==> src/rtl/dot_prod_pkg.sv <==
// ---------------------------------------------------------------------------
// dot_prod_pkg
// Shared definitions for dot_prod, its serial loader and their benches.
// Holds the default lane widths and window length, plus a helper that gives
// the width of a packed window vector (lane width times samples per window).
// No ports: this is a package.
// ---------------------------------------------------------------------------
package dot_prod_pkg;

    // Default lane widths for the four sample lanes (x/y, in-phase/quadrature)
    localparam int XI_BITS_DEF = 8;
    localparam int XQ_BITS_DEF = 8;
    localparam int YI_BITS_DEF = 8;
    localparam int YQ_BITS_DEF = 8;

    // Default number of samples packed into one window
    localparam int LENGTH_DEF  = 4;

    // Width of a packed window: one BITS-wide slot per sample
    function automatic int packed_width(input int bits, input int length);
        return bits * length;
    endfunction

endpackage

==> src/rtl/sample_shift_lane.sv <==
// ---------------------------------------------------------------------------
// sample_shift_lane
// One lane of the window loader: a shift register that packs consecutive
// samples (newest in slot 0 at the LSB end, oldest in slot LENGTH-1) and an
// output register that captures the freshly shifted window on completion.
//
// Ports:
//   clk       in   sole clock, rising edge
//   rst       in   synchronous active-high reset, clears both registers
//   i_flush   in   discard the partial window held in the shift register
//   i_accept  in   a sample is being accepted this cycle
//   i_load    in   this accept completes a window; capture it to the output
//   i_sample  in   BITS-wide sample, shifted in without sign extension
//   o_window  out  BITS*LENGTH packed window, held until the next load
// ---------------------------------------------------------------------------
module sample_shift_lane
    import dot_prod_pkg::*;
#(
    parameter int BITS   = 8,
    parameter int LENGTH = 4
) (
    input  logic                                   clk,
    input  logic                                   rst,
    input  logic                                   i_flush,
    input  logic                                   i_accept,
    input  logic                                   i_load,
    input  logic [BITS-1:0]                        i_sample,
    output logic [packed_width(BITS, LENGTH)-1:0]  o_window
);

    localparam int W = packed_width(BITS, LENGTH);

    logic [W-1:0] r_shreg;
    logic [W-1:0] r_window;
    logic [W-1:0] w_shifted;
    logic [W-1:0] w_fresh;

    // The incoming sample is concatenated rather than OR-ed after a
    // sign-extending cast, so a negative sample can never spill ones into the
    // older slots. The oldest slot simply falls off the top.
    assign w_shifted = {r_shreg[W-BITS-1:0], i_sample};

    // A flush that coincides with an accept starts a new window holding only
    // the accepted sample in slot 0.
    assign w_fresh = {{(W-BITS){1'b0}}, i_sample};

    // Shift register and output register. The output register only moves on
    // a completing accept, so it stays stable while the consumer stalls. A
    // flush never touches the output register; completion logic upstream
    // guarantees i_load is low whenever i_flush is high.
    always_ff @(posedge clk) begin
        if (rst) begin
            r_shreg  <= '0;
            r_window <= '0;
        end else begin
            if (i_flush) begin
                r_shreg <= i_accept ? w_fresh : '0;
            end else if (i_accept) begin
                r_shreg <= w_shifted;
            end
            if (i_load) begin
                r_window <= w_shifted;
            end
        end
    end

    assign o_window = r_window;

endmodule

==> src/rtl/dot_prod_loader.sv <==
// ---------------------------------------------------------------------------
// dot_prod_loader
// Serial-to-parallel front end for dot_prod. Accepts one complex sample pair
// (x, y) per valid/ready handshake and packs LENGTH consecutive samples into
// the packed xi/xq/yi/yq vectors, presenting each completed window on a
// valid/ready output. SLIDING=0 emits one window per LENGTH inputs;
// SLIDING=1 emits one window per input once the window has filled.
//
// Ports:
//   clk            in   sole clock, rising edge
//   rst            in   synchronous active-high reset
//   flush          in   discard the partial window
//   s_axis_tvalid  in   input sample valid
//   s_axis_tready  out  loader can accept (combinational, low in reset)
//   xi_in/xq_in/yi_in/yq_in   in   signed lane samples
//   m_axis_tvalid  out  packed window valid
//   m_axis_tready  in   consumer accepts the window
//   xi/xq/yi/yq    out  packed windows, newest sample in the LSB slot
// ---------------------------------------------------------------------------
module dot_prod_loader
    import dot_prod_pkg::*;
#(
    parameter int XI_BITS = XI_BITS_DEF,
    parameter int XQ_BITS = XQ_BITS_DEF,
    parameter int YI_BITS = YI_BITS_DEF,
    parameter int YQ_BITS = YQ_BITS_DEF,
    parameter int LENGTH  = LENGTH_DEF,
    parameter int SLIDING = 0
) (
    input  logic                                      clk,
    input  logic                                      rst,
    input  logic                                      flush,
    input  logic                                      s_axis_tvalid,
    output logic                                      s_axis_tready,
    input  logic [XI_BITS-1:0]                        xi_in,
    input  logic [XQ_BITS-1:0]                        xq_in,
    input  logic [YI_BITS-1:0]                        yi_in,
    input  logic [YQ_BITS-1:0]                        yq_in,
    output logic                                      m_axis_tvalid,
    input  logic                                      m_axis_tready,
    output logic [packed_width(XI_BITS, LENGTH)-1:0]  xi,
    output logic [packed_width(XQ_BITS, LENGTH)-1:0]  xq,
    output logic [packed_width(YI_BITS, LENGTH)-1:0]  yi,
    output logic [packed_width(YQ_BITS, LENGTH)-1:0]  yq
);

    localparam int               CW       = $clog2(LENGTH + 1);
    localparam logic [CW-1:0]    CNT_ZERO = '0;
    localparam logic [CW-1:0]    CNT_ONE  = CW'(1);
    localparam logic [CW-1:0]    CNT_LAST = CW'(LENGTH - 1);
    localparam logic [CW-1:0]    CNT_FULL = CW'(LENGTH);

    logic [CW-1:0] r_cnt;
    logic          r_mValid;
    logic          w_outFree;
    logic          w_completesIfAccepted;
    logic          w_sReady;
    logic          w_accept;
    logic          w_load;

    // The output slot is free when nothing is pending or the pending window
    // is being consumed on this very edge.
    assign w_outFree = !r_mValid || m_axis_tready;

    // Would the next accept finish a window? Block mode finishes exactly on
    // the LENGTH-th sample; sliding mode finishes on every sample from the
    // LENGTH-th onward. A flush restarts the window, so nothing completes in
    // a flush cycle.
    always_comb begin
        w_completesIfAccepted = 1'b0;
        if (!flush) begin
            if (SLIDING != 0) begin
                w_completesIfAccepted = (r_cnt >= CNT_LAST);
            end else begin
                w_completesIfAccepted = (r_cnt == CNT_LAST);
            end
        end
    end

    // Only stall the source when its sample would complete a window that has
    // nowhere to go; partial-window samples are always taken.
    assign w_sReady = !rst && (w_outFree || !w_completesIfAccepted);
    assign w_accept = s_axis_tvalid && w_sReady;
    assign w_load   = w_accept && w_completesIfAccepted;

    // Sample count for the current window. Block mode wraps to zero on
    // completion; sliding mode saturates at LENGTH so every later sample
    // completes a window. A flush with an accept leaves one sample in hand.
    always_ff @(posedge clk) begin
        if (rst) begin
            r_cnt <= CNT_ZERO;
        end else if (flush) begin
            r_cnt <= w_accept ? CNT_ONE : CNT_ZERO;
        end else if (w_accept) begin
            if (SLIDING != 0) begin
                if (r_cnt != CNT_FULL) begin
                    r_cnt <= r_cnt + CNT_ONE;
                end
            end else begin
                r_cnt <= w_completesIfAccepted ? CNT_ZERO : r_cnt + CNT_ONE;
            end
        end
    end

    // Output valid. A completing accept wins over consumption so that a
    // window consumed and a new one loaded on the same edge keeps valid high.
    always_ff @(posedge clk) begin
        if (rst) begin
            r_mValid <= 1'b0;
        end else if (w_load) begin
            r_mValid <= 1'b1;
        end else if (m_axis_tready) begin
            r_mValid <= 1'b0;
        end
    end

    assign s_axis_tready = w_sReady;
    assign m_axis_tvalid = r_mValid;

    sample_shift_lane #(.BITS(XI_BITS), .LENGTH(LENGTH)) u_laneXi (
        .clk      (clk),
        .rst      (rst),
        .i_flush  (flush),
        .i_accept (w_accept),
        .i_load   (w_load),
        .i_sample (xi_in),
        .o_window (xi)
    );

    sample_shift_lane #(.BITS(XQ_BITS), .LENGTH(LENGTH)) u_laneXq (
        .clk      (clk),
        .rst      (rst),
        .i_flush  (flush),
        .i_accept (w_accept),
        .i_load   (w_load),
        .i_sample (xq_in),
        .o_window (xq)
    );

    sample_shift_lane #(.BITS(YI_BITS), .LENGTH(LENGTH)) u_laneYi (
        .clk      (clk),
        .rst      (rst),
        .i_flush  (flush),
        .i_accept (w_accept),
        .i_load   (w_load),
        .i_sample (yi_in),
        .o_window (yi)
    );

    sample_shift_lane #(.BITS(YQ_BITS), .LENGTH(LENGTH)) u_laneYq (
        .clk      (clk),
        .rst      (rst),
        .i_flush  (flush),
        .i_accept (w_accept),
        .i_load   (w_load),
        .i_sample (yq_in),
        .o_window (yq)
    );

endmodule

==> config.mk <==
export PLATFORM = sky130hd
export DESIGN_NAME = dot_prod_loader
export DESIGN_NICKNAME = d
export VERILOG_FILES = /design/src/rtl/dot_prod_pkg.sv /design/src/rtl/sample_shift_lane.sv /design/src/rtl/dot_prod_loader.sv
export SDC_FILE = /design/constraint.sdc
export NUM_CORES = 1
export LEC_CHECK = 0
export BUFFER_PORTS_ARGS = -buffer_cell sky130_fd_sc_hd__buf_4
export CORE_MARGIN = 4
export CORE_UTILIZATION = 59
export CTS_CLUSTER_SIZE = 8
export DETAILED_ROUTE_END_ITERATION = 8
export PLACE_DENSITY = 0.95
export SYNTH_ARGS = -nofsm -noshare
export SYNTH_HDL_FRONTEND = slang
export SYNTH_HIERARCHICAL = 1
export SYNTH_SLANG_ARGS = --single-unit
==> constraint.sdc <==
create_clock -name clk -period 3.3 [get_ports clk]
set_clock_uncertainty 0.1 [all_clocks]
set_input_delay 0.33 -clock clk [delete_from_list [all_inputs] [get_ports clk]]
set_output_delay 0.33 -clock clk [all_outputs]
set_load 0.1 [all_outputs]
==> metrics.md, run 1 <==
| Metric | Value |
|---|---|
| GRT overflow | 0 |
| Boundary pin count | 167 |
| First-pass GRT wire length | 31300 µm |
| Clock buffer depth | 3 |
| CTS tree | done |
| Final Slew Violations | 0 |
| Syn Nets | 840 |
| Vias/cell | 5.34 |
| Setup Buffers After CTS | 0 |
| Outcome | finished, final reports clean |
| Number of synthesized flops with an enable pin | 0 |
| Antenna-violating nets left | 0 |
| CP peak stage delay | 0.51 ns |
| Slew @ Worst Pin | 0.816 ns |
| Most frequent standard cell in the layout excluding fill and tap cells | dfxtp_1 |
| Area contributors post-synth | dfxtp_1 (52%), mux2i_1 (22%), nor2_1 (6.7%) |
| Worst setup EP type | flop |
| Htree depth | 2 |
| Die area | 16900 µm² |
| Most frequent cells in the layout | dfxtp_1 (228), mux2i_1 (192), buf_4 (170), nor2_1 (155), nor2_2 (40) |
| Starting Density | 60.3% |
| Non-filler cells, final | 1152 |
| Vias in the first global route | 6202 |
| Core box area | 14500 µm² |
| WL/cell | 17.2 µm |
| Unrepaired setup endpoints after global routing | no |
| Worst Path Class, Setup | flop to flop |
| Grt met1 use | 26.9% |
| Synthesized area per cell | 10.9 µm² |
| Vias | 6157 |
| DP HPWL | 11900 µm |
| Number of I/O port buffers | 166 |
| Rel. slew slack | 45.6% |
| Post-Route WL | 19800 µm |
| Clk_lat worst skew | 0.48 ns |
| Drt drc | 0 |
| 1st-pass router iterations | 4 |
| GRT busiest layer | met2 |
| Number of unique standard cell types used by synthesis | 25 |
| Area grow syn2layout | 25.4% |
| Startpoint types | flop |
| CTS resizes | 0 |
| Largest net degree at the start of global routing | 174 |
| Seq/Total Area, Yosys | 52.1% |
| Synth Instances | 802 |
| Worst min path class | input pin to flop |
| Met3 usage | 6.14% |
| Final setup violation count | 0 |
| Top cell type's share of synthesized area | 52.1% |
| Placed Cells | 1097 |
| Ys flop type | dfxtp_1 |
| Pleak | 4.14 nW |
| GP Congestion | 0.739 |
| Yosys reg bits | 228 |
| Synth area leader | dfxtp_1 |
| Worst-path fanout max | 87 |
| Buffer type at the clock tree root | clkbuf_16 |
| Initial antenna violation count | 0 |
| Total negative slack | 0 ns |
| Register-to-Register Path Depth | 6 |
| Final core utilization | 75.6% |
| Layout cells sized above 1 | 29.9% |
| Worst path required time | 3.52 ns |
| Yosys warns | 6 |
| Final min period | 2.52 ns |
| PwrDens | 561 nW/µm² |
| Total Routing Usage GR | 22.9% |
| Worst-case vdd ir drop | 0.450 mV |
| Die width | 130 µm |
| Net total in the final layout | 1002 |
| Final Cycle Share | 76.5% |
| Clock sink count | 228 |
| Final hold violation count | 0 |
| Fmax | 396 MHz |
| Hold depth | 3 |
| Critical path's slowest cell | buf_12 |
| Fill cell count | 914 |
| Post-Syn Area | 8760 µm² |
| Chip height | 130 µm |
| Met2 Use GR | 40.5% |
| CP Cell Sequence | ha_1 > or3b_1 > nor3_2 > buf_12 > mux2i_1 > nor2_1 |
| Ys async rst share | 0% |
| Clock slew at reported path FFs | 0.05 ns |
| CP arrival | 2.75 ns |
| Row count | 44 |
| 1st-iter DRT viols | 391 |
| Inserted Clock Buffers | 34 |
| MaxCap Viol Count | 0 |
==> power breakdown <==
part	switching (W)	total (W)	internal (W)	leakage (nW)
sequential	0.0000159	0.00280	0.00278	1.84
clock	0.00109	0.00311	0.00202	0.470
combinational	0.000154	0.000252	0.0000987	1.83
==> repair_timing <==
action / CTS / global route
endpoints found under the hold margin: 16 / 0
hold buffers: 15 / 0
endpoints found under the setup margin: 0 / 0
==> cell usage after synthesis, types with 3 or more instances <==
cell	instances
buf_4	16
or2_1	8
buf_2	12
nor2_2	40
buf_6	16
a21oi_1	3
mux2i_1	192
inv_1	32
nor2_1	156
dfxtp_1	228
clkbuf_1	16
nand2_1	34
o32ai_2	32
buf_12	4
==> metrics by stage <==
step	worst slack (ns)	hold slack, ns	instance area [µm²]	power (W)
6_report	0.777	0.0168	11000	0.00616
3_5_place_dp	0.753	0.358	9870	0.00308
2_1_floorplan	0.495	0.302	8760	0.00303
5_1_grt	0.661	0.0167	11000	0.00636
4_1_cts	0.783	0.00170	11000	0.00622
3_3_place_gp	0.837	0.353	9870	0.00308
==> cell type report <==
class                           count  area [µm²]  share of cell area [%]
Sequential cell                   228        4560                    41.6
Inverter                           32         120                    1.09
Timing Repair Buffer              190        1520                    13.8
Clock buffer                       37         926                    8.43
Clock inverter                      1        30.0                   0.273
Antenna cell                        2        5.00                  0.0456
Multi-Input combinational cell    478        3590                    32.7
Tap cell                          184         230                    2.10
==> kinds of logic (layout without fill, tap and decap cells) <==
family / after synthesis / after routing / synth area share [%]
other: 0 / 2 / 0
adder cells (fa/ha/maj): 1 / 1 / 0.143
multiplexers: 192 / 192 / 21.9
buffers and inverters: 96 / 260 / 7.08
AO/OA/AOI/OAI: 37 / 37 / 6.31
AND/OR/NAND/NOR: 248 / 248 / 12.4
flip-flops: 228 / 228 / 52.1
==> state kept, by name (all words and copies together), names as in the netlist <==
register           flops
u_laneYi/o_window     32
u_laneXi/o_window     32
m_axis_tvalid          1
u_laneYq/r_shreg      24
r_cnt                  3
u_laneXq/o_window     32
u_laneXi/r_shreg      24
u_laneYq/o_window     32
u_laneYi/r_shreg      24
u_laneXq/r_shreg      24
==> metal layers <==
metal / part of all wire [%] / routed length [µm]
met3: 6.4 / 1260
met4: 1.9 / 385
met5: 0 / 0
met2: 52 / 10300
met1: 40 / 7910
==> path summary, 6_finish.rpt <==
kind                 start                    to  slack [ns]
setup / recovery  r_cnt[1]  u_laneXi/o_window[1]        0.78
hold / removal    yi_in[6]  u_laneYi/o_window[6]        0.02
setup reg to reg  r_cnt[1]  u_laneXi/o_window[1]        0.78
hold reg to reg   r_cnt[2]              r_cnt[2]        0.36
==> critical path: cells and delay by family (launching register included) <==
kind,cells,cell delay (ns)
and+or+nand+nor,3,0.84
adders and majority gates,1,0.19
buffers and inverters,1,0.51
muxes,1,0.30
DFF,1,0.35
(Power assumes the default switching activity.)
==> inputs of run 2 (changes only) <==
--- a/config.mk
+++ b/config.mk
@@ -7,10 +7,10 @@
 export LEC_CHECK = 0
 export BUFFER_PORTS_ARGS = -buffer_cell sky130_fd_sc_hd__buf_4
 export CORE_MARGIN = 4
-export CORE_UTILIZATION = 59
+export CORE_UTILIZATION = 55
 export CTS_CLUSTER_SIZE = 8
 export DETAILED_ROUTE_END_ITERATION = 8
-export PLACE_DENSITY = 0.95
+export PLACE_DENSITY = 0.91
 export SYNTH_ARGS = -nofsm -noshare
 export SYNTH_HDL_FRONTEND = slang
 export SYNTH_HIERARCHICAL = 1
==> constraint.sdc (replaced) <==
create_clock -name clk -period 2.55 [get_ports clk]
set_clock_uncertainty 0.1 [all_clocks]
set_input_delay 0.255 -clock clk [delete_from_list [all_inputs] [get_ports clk]]
set_output_delay 0.255 -clock clk [all_outputs]
set_load 0.1 [all_outputs]
==> metrics.md, run 2 (same netlist as run 1, synthesis figures left out) <==
| Metric | Value |
|---|---|
| Rel. slew slack | 49.6% (+4.0 points) |
| GRT overflow | 0 (unchanged) |
| CP peak stage delay | 0.38 ns (-0.13 ns) |
| Buffer type at the clock tree root | clkbuf_16 |
| Chip height | 134 µm (+3.4%) |
| Final setup violation count | 0 (unchanged) |
| Worst path most repeated cell | buf_12 |
| Worst Path Class, Setup | flop to flop |
| ANT cells | 0 (-2) |
| Worst path required time | 2.80 ns (-0.72 ns) |
| Startpoint types | flop |
| Clk_lat worst skew | 0.49 ns (about the same) |
| Final worst setup slack | 0.225 ns (-0.552 ns) |
| CTS resizes | 0 (unchanged) |
| Most frequent standard cell in the layout excluding fill and tap cells | dfxtp_1 |
| Antenna-violating nets left | 0 (unchanged) |
| Worst-path fanout max | 23 (-74%) |
| Core box area | 15400 µm² (+6.1%) |
| Outcome | finished, final reports clean |
| Htree depth | 2 (unchanged) |
| MaxCap Viol Count | 0 (unchanged) |
| Net total in the final layout | 1029 (+2.7%) |
| Flop2flop setup slack | 0.22 ns (-0.55 ns) |
| First-pass GRT wire length | 33500 µm (+6.9%) |
| Largest net degree at the start of global routing | 58 (-67%) |
| Launch point of the worst path | r_cnt[1] |
| Slew @ Worst Pin | 0.757 ns (-0.0598 ns) |
| 1st-iter DRT viols | 312 (-20%) |
| Crit path buf inv count | 2 (+1) |
| Setup Buffers After CTS | 0 (unchanged) |
| PwrDens | 712 nW/µm² (+27%) |
| Vias | 6302 (+2.4%) |
| GP Congestion | 0.743 (+0.65%) |
| Non-filler cells, final | 1204 (+4.5%) |
| Pleak | 4.26 nW (+3.0%) |
| Vias/cell | 5.23 (-2.1%) |
| Die area | 18000 µm² (+6.8%) |
| CP arrival | 2.57 ns (-0.18 ns) |
| Pre-CTS WS | 0.291 ns (-0.461 ns) |
| Inserted Clock Buffers | 34 (unchanged) |
| Clock buffer depth | 3 (unchanged) |
| Final min period | 2.33 ns (-0.198 ns) |
| Final Cycle Share | 91.2% (+15 points) |
| 1st-pass router iterations | 4 (unchanged) |
| Starting Density | 56.8% (-3.5 points) |
| Worst-case vdd ir drop | 0.574 mV (+28%) |
| Post-Route WL | 20500 µm (+3.2%) |
| Worst setup EP type | flop |
| WL/cell | 17.0 µm (-1.3%) |
| Drt drc | 0 (unchanged) |
| Layout cells sized above 1 | 30.0% (+0.093 points) |
| Fmax | 430 MHz (+8.5%) |
| Boundary pin count | 167 (unchanged) |
| Hold path startpoint | m_axis_tready |
| Number of I/O port buffers | 166 (unchanged) |
| Clock slew at reported path FFs | 0.05 ns (about the same) |
| Clock sink count | 228 (unchanged) |
| Vias in the first global route | 6519 (+5.1%) |
| Initial antenna violation count | 0 (unchanged) |
| Die width | 134 µm (+3.4%) |
| Worst min path class | input pin to flop |
| Final Slew Violations | 0 (unchanged) |
| R2r startpoint | r_cnt[1] |
| CP Cell Sequence | ha_1 > or3b_1 > nor3_2 > buf_12 > buf_12 > mux2i_1 > nor2_1 |
| Placed Cells | 1132 (+3.2%) |
| Critical path's slowest cell | or3b_1 |
| CP delay by family, top | simple AND/OR/NAND/NOR gates |
| Final hold violation count | 0 (unchanged) |
| Row count | 45 (+2.3%) |
| Most frequent cells in the layout | dfxtp_1 (228), mux2i_1 (192), buf_4 (176), nor2_1 (154), nor2_2 (41) |
| DP HPWL | 12100 µm (+1.7%) |
| CTS tree | done |
| Area grow syn2layout | 28.8% |
| Unrepaired setup endpoints after global routing | no |
| Total Routing Usage GR | 22.4% (-0.49 points) |
| Total negative slack | 0 ns (unchanged) |
run 2: cell types whose count changed in the layout (fill, tap and decap cells not counted), sizes merged:
cell / delta
diode: -2
dlygate4sd3: +19
buf: +8
run 2: final timing paths:
path | endpoint | cells past startpoint
hold / removal | r_cnt[0] | 4
setup reg to reg | u_laneXi/o_window[3] | 7
setup / recovery | u_laneXi/o_window[3] | 7
hold reg to reg | r_cnt[2] | 2
run 2: layer usage:
metal | wire [µm] | vias up | global-route usage, % | part of all wire (%)
li1 | - | 3042 | - | -
met1 | 8540 | 3038 | 26.9 | 42
met2 | 10300 | 174 | 38.8 | 50
met3 | 1050 | 48 | 5.85 | 5.1
met4 | 592 | 0 | 8.31 | 2.9
met5 | 0 | - | 0 | 0
run 2: power breakdown:
part	internal (W)	switching (W)
sequential	0.00360	0.0000218
clock	0.00262	0.00144
combinational	0.000150	0.000207
run 2: what timing repair did:
| item | CTS | global route |
|---|---|---|
| endpoints found under the hold margin | 78 | 0 |
| hold buffers | 34 | 0 |
| endpoints found under the setup margin | 0 | 0 |
run 2: layout make-up:
type	instances	area, µm²
clock buffers	37	926
clock inverters	1	30.0
fillers	1007	4140
inverters	32	120
multi-input cells	478	3590
flip-flops and latches	228	4560
well taps	211	264
repair buffers	217	1790
run 2: worst min-delay path, delay by kind of cell:
family                 cells  cell delay, ns
AOI/OAI and AO/OA          1            0.08
buffers and inverters      1            0.09
and+or+nand+nor            2            0.13
run 2: stage by stage:
| stage | power, W | hold WS (ns) | utilization [%] | cell area (µm²) |
|---|---|---|---|---|
| final | 0.00804 | 0.0232 | 73.2 | 11300 |
| after global routing | 0.00829 | 0.0306 | 73.2 | 11300 |
| after CTS | 0.00811 | 0.000284 | 73.2 | 11300 |
| after detailed placement | 0.00399 | 0.353 | 64.8 | 9990 |
| after global placement | 0.00399 | 0.350 | 64.8 | 9990 |
| after floorplan | 0.00392 | 0.227 | - | 8760 |
==> inputs of run 3 (changes only) <==
--- a/config.mk
+++ b/config.mk
@@ -10,7 +10,7 @@
 export CORE_UTILIZATION = 55
 export CTS_CLUSTER_SIZE = 8
 export DETAILED_ROUTE_END_ITERATION = 8
-export PLACE_DENSITY = 0.91
+export PLACE_DENSITY = 0.77
 export SYNTH_ARGS = -nofsm -noshare
 export SYNTH_HDL_FRONTEND = slang
 export SYNTH_HIERARCHICAL = 1
==> metrics.md, run 3 (same netlist as run 1, synthesis figures left out) <==
| Metric | Value |
|---|---|
| Worst setup EP type | flop |
| Boundary pin count | 167 (unchanged) |
| Most frequent standard cell in the layout excluding fill and tap cells | dfxtp_1 |
| Startpoint types | flop |
| Clock sink count | 228 (unchanged) |
| Inserted Clock Buffers | 34 (unchanged) |
| Post-Route WL | 19100 µm (-6.7%) |
| Seq pwr share | 45.2% (+0.2 points) |
| Total negative slack | 0 ns (unchanged) |
| MaxCap Viol Count | 0 (unchanged) |
| Fmax | 432 MHz (+0.49%) |
| Row count | 45 (unchanged) |
| Drt drc | 0 (unchanged) |
| Net total in the final layout | 1030 (+0.097%) |
| Clock buffer depth | 3 (unchanged) |
| Vias in the first global route | 6088 (-6.6%) |
| DP Area | 9970 µm² (-0.18%) |
| Hold_ws | 0.0399 ns (+0.0167 ns) |
| WL/cell | 15.8 µm (-6.8%) |
| CTS resizes | 0 (unchanged) |
| 1st-pass router iterations | 4 (unchanged) |
| Final Slew Violations | 0 (unchanged) |
| Clock power share | 50.3% (-0.3 points) |
| Htree depth | 2 (unchanged) |
| Die width | 134 µm (unchanged) |
| GP Congestion | 0.748 (+0.67%) |
| Worst Path Class, Setup | flop to flop |
| Most frequent cells in the layout | dfxtp_1 (228), mux2i_1 (192), buf_4 (179), nor2_1 (154), nor2_2 (41) |
| Worst min path class | input pin to flop |
| Antenna-violating nets left | 0 (unchanged) |
| Total Routing Usage GR | 20.6% (-1.8 points) |
| Critical path's slowest cell | or3b_1 |
| Core box area | 15400 µm² (unchanged) |
| Die area | 18000 µm² (unchanged) |
| Area grow syn2layout | 28.6% |
| GRT overflow | 0 (unchanged) |
| Final Cycle Share | 90.7% (-0.45 points) |
| Final core utilization | 73.1% (-0.11 points) |
| CP delay by family, top | simple AND/OR/NAND/NOR gates |
| PwrDens | 710 nW/µm² (-0.34%) |
| Cell area after layout | 11300 µm² (-0.16%) |
| CTS tree | done |
| Total power | 0.00800 W (-0.49%) |
| Combinational group share of total power | 4.4% (about the same) |
| Outcome | finished, final reports clean |
| 1st-iter DRT viols | 299 (-4.2%) |
| Starting Density | 56.8% (unchanged) |
| Worst-case vdd ir drop | 0.539 mV (-6.2%) |
| Worst-path fanout max | 40 (+74%) |
| Slew @ Worst Pin | 0.808 ns (+0.0514 ns) |
| Initial antenna violation count | 0 (unchanged) |
| Final hold violation count | 0 (unchanged) |
| First-pass GRT wire length | 31100 µm (-7.2%) |
| Unrepaired setup endpoints after global routing | no |
| Layout cells sized above 1 | 30.1% (+0.070 points) |
| Switching share of total power | 20.4% (-0.39 points) |
| Chip height | 134 µm (unchanged) |
| CP Cell Sequence | ha_1 > or3b_1 > nor3_2 > buf_4 > buf_12 > mux2i_1 > nor2_1 |
| Pleak | 4.26 nW (about the same) |
| ANT cells | 0 (unchanged) |
| CP arrival | 2.54 ns (-0.03 ns) |
| Clock slew at reported path FFs | 0.05 ns (about the same) |
| Crit path buf inv count | 2 (unchanged) |
| Largest net degree at the start of global routing | 174 (+200%) |
| Pint | 0.00637 W (about the same) |
| Clk_lat worst skew | 0.47 ns (-0.02 ns) |
| Number of I/O port buffers | 166 (unchanged) |
| Final min period | 2.31 ns (-0.0114 ns) |
| Vias/cell | 5.07 (-3.1%) |
| Vias | 6109 (-3.1%) |
| Final setup violation count | 0 (unchanged) |
| Setup Buffers After CTS | 0 (unchanged) |
| Buffer type at the clock tree root | clkbuf_16 |
| Rel. slew slack | 46.1% (-3.4 points) |
| CP peak stage delay | 0.38 ns (about the same) |
| Sw power | 0.00163 W (-2.4%) |
| DP HPWL | 11500 µm (-4.5%) |
| Worst path required time | 2.78 ns (-0.02 ns) |
[run 3: cell count changes in the layout (fill, tap and decap cells not counted), sizes merged]
cell  change
buf       +1
[run 3: path summary, 6_finish.rpt]
kind / startpoint / to / slack, ns / cells after the start
setup / recovery: r_cnt[1] / u_laneYi/o_window[3] / 0.24 / 7
hold / removal: m_axis_tready / m_axis_tvalid / 0.04 / 4
setup reg to reg: r_cnt[1] / u_laneYi/o_window[3] / 0.24 / 7
hold reg to reg: r_cnt[2] / r_cnt[2] / 0.37 / 2
[run 3: cell type report]
| cell class | count | area (µm²) |
|---|---|---|
| Multi-Input combinational cell | 478 | 3590 |
| Tap cell | 211 | 264 |
| Fill cell | 1111 | 4160 |
| Sequential cell | 228 | 4560 |
| Timing Repair Buffer | 218 | 1780 |
| Inverter | 32 | 120 |
| Clock buffer | 37 | 926 |
| Clock inverter | 1 | 30.0 |
[run 3: timing repair]
| item | in CTS | in global routing |
|---|---|---|
| hold buffers | 34 | 0 |
| hold endpoints to repair | 68 | 0 |
| setup endpoints to repair | 0 | 0 |
[run 3: power groups by stage]
stage | Combinational [W] | Sequential [W] | Clock [W]
2_1_floorplan | 0.000245 | 0.00368 | 0
3_3_place_gp | 0.000310 | 0.00368 | 0
3_5_place_dp | 0.000311 | 0.00369 | 0
4_1_cts | 0.000354 | 0.00362 | 0.00411
5_1_grt | 0.000382 | 0.00362 | 0.00428
6_report | 0.000355 | 0.00362 | 0.00403
[run 3: worst min-delay path, stage by stage]
cell and delay, ns:
buf_4 0.08, nor2b_2 0.06, a21oi_1 0.12, nor2_1 0.04
[run 3: layer usage]
metal  track usage (%)  routed length (µm)  vias to the layer above
met3              4.54                 895                       35
met5                 0                   0                        -
met2              33.1                9210                      161
met1              27.5                8590                     2881
li1                  -                   -                     3032
met4              7.47                 386                        0
[run 3: metrics by stage]
stage | std cells | worst slack [ns]
finish | 1205 | 0.236
global route | 1205 | 0.0510
CTS | 1205 | 0.232
detailed placement | 1133 | 0.298
global placement | 1133 | 0.356
floorplan | 802 | 0.138
